<file path="config.mk">
export PLATFORM = sky130hd
export DESIGN_NAME = col_scanner
export DESIGN_NICKNAME = d
export VERILOG_FILES = /design/src/rtl/col_scanner.sv
export SDC_FILE = /design/constraint.sdc
export NUM_CORES = 1
export LEC_CHECK = 0
export CORE_MARGIN = 4
export CORE_UTILIZATION = 30
export CTS_CLUSTER_DIAMETER = 30
export DETAILED_ROUTE_END_ITERATION = 7
export HOLD_SLACK_MARGIN = 0.05
export PLACE_DENSITY = 0.48
export SLEW_MARGIN = 15
export SYNTH_ARGS = -nofsm -noshare
export SYNTH_HDL_FRONTEND = slang
export SYNTH_SLANG_ARGS = --single-unit
</file>
<file path="constraint.sdc">
create_clock -name clk -period 2.4 [get_ports clk]
set_clock_uncertainty 0.15 [all_clocks]
set_input_delay 0.36 -clock clk [delete_from_list [all_inputs] [get_ports clk]]
set_output_delay 0.36 -clock clk [all_outputs]
set_load 0.05 [all_outputs]
</file>
<file path="src/rtl/col_scanner.sv">
// col_scanner: time-multiplexed column driver for a scanned LED/key matrix.
// Each column is preceded by a blanking gap, whose first cycle requests row data.
module col_scanner #(
    parameter int NCOLS       = 8,
    parameter int DWELL_W     = 8,
    parameter int ACTIVE_HIGH = 1,
    localparam int CW         = (NCOLS > 1) ? $clog2(NCOLS) : 1
) (
    input  logic               clk,
    input  logic               rst_n,
    input  logic               en,
    input  logic [DWELL_W-1:0] dwell,
    input  logic [3:0]         blank,
    output logic [NCOLS-1:0]   col_drive,
    output logic [CW-1:0]      col_idx,
    output logic               col_start,
    output logic               frame_start
);

    localparam int               CNT_W      = (DWELL_W > 4) ? DWELL_W : 4;
    localparam logic [CW-1:0]    LAST_IDX   = CW'(NCOLS - 1);
    localparam logic [NCOLS-1:0] IDLE_LEVEL = (ACTIVE_HIGH != 0) ? '0 : '1;

    typedef enum logic [1:0] {
        S_IDLE  = 2'd0,
        S_BLANK = 2'd1,
        S_ON    = 2'd2
    } state_e;

    state_e           state_q, state_d;
    logic [CNT_W-1:0] cnt_q, cnt_d;
    logic [CW-1:0]    idx_q, idx_d;
    logic [NCOLS-1:0] drive_q, drive_d;
    logic             start_q, start_d;
    logic             frame_q, frame_d;
    logic [NCOLS-1:0] onehot;
    logic             cnt_zero;

    assign cnt_zero = (cnt_q == '0);

    always_ff @(posedge clk) begin
        if (!rst_n) begin
            state_q <= S_IDLE;
            cnt_q   <= '0;
            idx_q   <= '0;
            drive_q <= IDLE_LEVEL;
            start_q <= 1'b0;
            frame_q <= 1'b0;
        end else begin
            state_q <= state_d;
            cnt_q   <= cnt_d;
            idx_q   <= idx_d;
            drive_q <= drive_d;
            start_q <= start_d;
            frame_q <= frame_d;
        end
    end

    // The counter is only reloaded on phase entry, so dwell/blank changes apply at the next phase.
    always_comb begin
        state_d = state_q;
        cnt_d   = cnt_q;
        idx_d   = idx_q;
        if (!en) begin
            state_d = S_IDLE;
            cnt_d   = '0;
            idx_d   = '0;
        end else begin
            case (state_q)
                S_IDLE: begin
                    state_d = S_BLANK;
                    cnt_d   = CNT_W'(blank);
                    idx_d   = '0;
                end
                S_BLANK: begin
                    if (cnt_zero) begin
                        state_d = S_ON;
                        cnt_d   = CNT_W'(dwell);
                    end else begin
                        cnt_d = cnt_q - CNT_W'(1);
                    end
                end
                S_ON: begin
                    if (cnt_zero) begin
                        state_d = S_BLANK;
                        cnt_d   = CNT_W'(blank);
                        idx_d   = (idx_q == LAST_IDX) ? '0 : idx_q + CW'(1);
                    end else begin
                        cnt_d = cnt_q - CNT_W'(1);
                    end
                end
                default: begin
                    state_d = S_IDLE;
                    cnt_d   = '0;
                    idx_d   = '0;
                end
            endcase
        end
    end

    generate
        for (genvar gi = 0; gi < NCOLS; gi++) begin : g_sel
            assign onehot[gi] = (idx_d == CW'(gi));
        end
    endgenerate

    // Outputs are computed from the next state so the registered copies line up with it.
    always_comb begin
        drive_d = IDLE_LEVEL;
        start_d = 1'b0;
        frame_d = 1'b0;
        if (state_d == S_ON) begin
            drive_d = (ACTIVE_HIGH != 0) ? onehot : ~onehot;
        end
        if ((state_d == S_BLANK) && (state_q != S_BLANK)) begin
            start_d = 1'b1;
            frame_d = (idx_d == '0);
        end
    end

    assign col_drive   = drive_q;
    assign col_idx     = idx_q;
    assign col_start   = start_q;
    assign frame_start = frame_q;

endmodule
</file>
==> parameters.txt <==
Parameter                              Value

Logic synthesis
  Cell taking the most area after synthesis ... sky130_fd_sc_hd__dfxtp_1
  Most frequent cell after synthesis ... sky130_fd_sc_hd__dfxtp_1
  Count of cell types in the netlist ... 44
  Top flip-flop cell by instance count after synthesis ... sky130_fd_sc_hd__dfxtp_1
  Portion of synthesized cell area occupied by the leading cell type ... 36.7%
  Top area cells in the synthesized netlist ... sky130_fd_sc_hd__dfxtp_1 (37%), sky130_fd_sc_hd__ha_1 (8.0%), sky130_fd_sc_hd__nor2_1 (5.4%)
  Synth top cells by count ... sky130_fd_sc_hd__dfxtp_1 (23), sky130_fd_sc_hd__nor2_1 (18), sky130_fd_sc_hd__nand2_1 (14)
  Synthesized Nets ... 168
  Post-Synthesis Cell Area ... 1250 µm²
  Post-synthesis register bit count ... 23
  EDFF count, synth ... 0
  Sequential fraction of the synthesis area ... 36.7%
  Count of mapped cells out of synthesis ... 145
  Share of async-settable or async-resettable flops after synthesis ... 0%
  Synthesis Warnings ... 0
  Post-synthesis area per instance ... 8.65 µm²

Setup path
  Crit path launch type ... register
  Required time at the endpoint of the critical path ... 2.44 ns
  Critical path peak fanout ... 5
  CP arrival ... 2.28 ns
  Crit. End Element ... register
  Crit path kind ... register to register

Clock network
  Number of buffers created by CTS ... 3
  CTS tree ... yes
  Clock slew at the register clock pins of the worst setup and hold paths ... 0.09 ns
  Hold-fix buffers at CTS ... 0
  Number of sinks driven by the clock tree ... 23
  Worst-case clock buffer depth ... 2
  Number of levels the H-tree was split into ... 1
  Buffers inserted during post-CTS setup optimization ... 0
  Clock latency on the worst-skew pair ... 0.26 ns
  # resized after CTS ... 0
  Clk root buf ... sky130_fd_sc_hd__clkbuf_8

Route
  DR iter-0 viols ... 70
  Initial DRT Pass Iterations ... 4
  DRC errors left ... 0
  Detailed-route wire length per cell ... 13.7 µm
  DR vias ... 1152
  Post-detailed-route via-to-cell ratio ... 5.05
  Total length of routed wires ... 3130 µm
  Number of nets with antenna violations after detailed routing ... 0

Timing
  Share of the clock period used by the worst path after layout ... 93.5%
  Final critical-path setup slack ... 0.157 ns
  Clock period minus worst slack ... 2.24 ns
  Final Hold Viols ... 0
  Max-slew violations ... 0
  Headroom to the max-slew limit ... 65.9%
  RSZ-0062 raised after global routing ... false
  Actual transition at the worst max-transition pin ... 0.511 ns
  Final setup viols ... 0
  Final TNS setup ... 0 ns
  Maximum clock frequency ... 0.446 GHz

Global route
  First-pass GRT wire length ... 5300 µm
  Antenna violations before repair ... 0
  Overall routing resource usage ... 12.6%
  Via count of the first global-routing pass ... 1082
  Maximum number of pins on one net before global-route repair ... 14
  Final global-route overflow total ... 0

Finish
  Fraction of final layout cells with drive strength greater than 1 ... 12.9%
  Number of cells in the finished layout apart from fillers ... 228
  Ant. Diodes ... 0
  Nets ... 202
  Fraction of the core area covered by cells at the end of the flow ... 41.2%
  Synthesis-to-finish area growth ... 32.3%

Power and ir drop
  Pwr per Cell Area ... 522 nW/µm²
  Peak supply drop ... 0.310 mV
  Reported leakage power ... 0.626 nW
  PnR Total Power ... 0.866 mW

Placement
  Pre-CTS WS ... 0.172 ns
  Port Buffers ... 27
  Estimated wirelength of the detail-placed design ... 2480 µm
  Weighted congestion reported at the end of routability-driven placement ... 0.803
  # placed instances ... 224

Die
  Number of rows in the core area ... 23
  Io pins ... 28
  Die X-Extent ... 72.6 µm
  Die area ... 5280 µm²
  Core Box Area ... 4030 µm²
  Die Height ... 72.6 µm
  Initial core utilization ... 31.1%

Min path
  Class of the most critical hold timing path ... register to register

Outcome
  Result of the run ... complete, no violations

Run
  Max-cap check violation count ... 0
==> routing by layer <==
metal	global-route usage, %	wire length, µm	vias to the layer above
li1	-	-	589
met1	17.9	1450	528
met4	1.84	22	0
met2	19.5	1460	33
met5	0	0	-
met3	3.31	200	2
==> flip-flops by register name (all words and copies together), names as in the netlist <==
signal and cells:
col_idx 3, state_q 2, cnt_q 8, frame_start 1, col_drive 8, col_start 1
==> critical path, cell delays in order (launching register included) <==
cell,delay [ns]
sky130_fd_sc_hd__dfxtp_1,0.34
sky130_fd_sc_hd__inv_1,0.08
sky130_fd_sc_hd__ha_1,0.19
sky130_fd_sc_hd__or3b_2,0.56
sky130_fd_sc_hd__nor4_4,0.35
sky130_fd_sc_hd__a32o_2,0.20
sky130_fd_sc_hd__nand3_4,0.10
sky130_fd_sc_hd__nor3_2,0.18
==> area by class of cell <==
class	instances	area (µm²)
Timing Repair Buffer	34	323
Multi-Input combinational cell	110	741
Sequential cell	23	460
Clock inverter	1	5.00
Fill cell	417	2370
Inverter	7	26.3
Tap cell	50	62.6
Clock buffer	3	41.3
==> power breakdown <==
part           switching (mW)  leakage, nW  internal [mW]
sequential             0.0111        0.187          0.392
combinational           0.126        0.414         0.0976
clock                   0.124       0.0255          0.116
==> final timing paths <==
check        slack [ns]           startpoint  depth (start not counted)                 endpoint
max                0.16  cnt_q[0]$_SDFF_PN0_                          7  col_drive[7]$_SDFF_PN0_
min                0.45  cnt_q[7]$_SDFF_PN0_                          2      cnt_q[7]$_SDFF_PN0_
max reg2reg        0.16  cnt_q[0]$_SDFF_PN0_                          7  col_drive[7]$_SDFF_PN0_
min reg2reg        0.45  cnt_q[7]$_SDFF_PN0_                          2      cnt_q[7]$_SDFF_PN0_
==> through the flow <==
step	area (µm²)	hold WS (ns)
after floorplan	1250	0.299
after global placement	1610	0.439
after detailed placement	1610	0.436
after CTS	1660	0.447
after global routing	1660	0.461
final	1660	0.452
==> layout by cell type (no fill, tap or decap), types with 2 or more instances in the layout <==
master and n:
sky130_fd_sc_hd__nand3_1 5, sky130_fd_sc_hd__xnor2_1 2, sky130_fd_sc_hd__clkdlybuf4s50_1 27, sky130_fd_sc_hd__nand2_1 14, sky130_fd_sc_hd__buf_4 7, sky130_fd_sc_hd__dfxtp_1 23
sky130_fd_sc_hd__nor2_1 18, sky130_fd_sc_hd__nor4_1 2, sky130_fd_sc_hd__inv_1 7, sky130_fd_sc_hd__ha_1 8, sky130_fd_sc_hd__nand2b_1 2, sky130_fd_sc_hd__o21ai_0 8
sky130_fd_sc_hd__a21oi_1 13, sky130_fd_sc_hd__clkbuf_8 3, sky130_fd_sc_hd__a31oi_1 5, sky130_fd_sc_hd__nor3_1 4
==> logic make-up after synthesis <==
kind of cell	share of synthesized area (%)
compound gates	20.8
flops	36.7
buf+inv	4.19
mux	0.798
fa+ha+maj	7.98
simple gates	27.4
xor+xnor	2.10
Power figures use the tool's default switching activity.
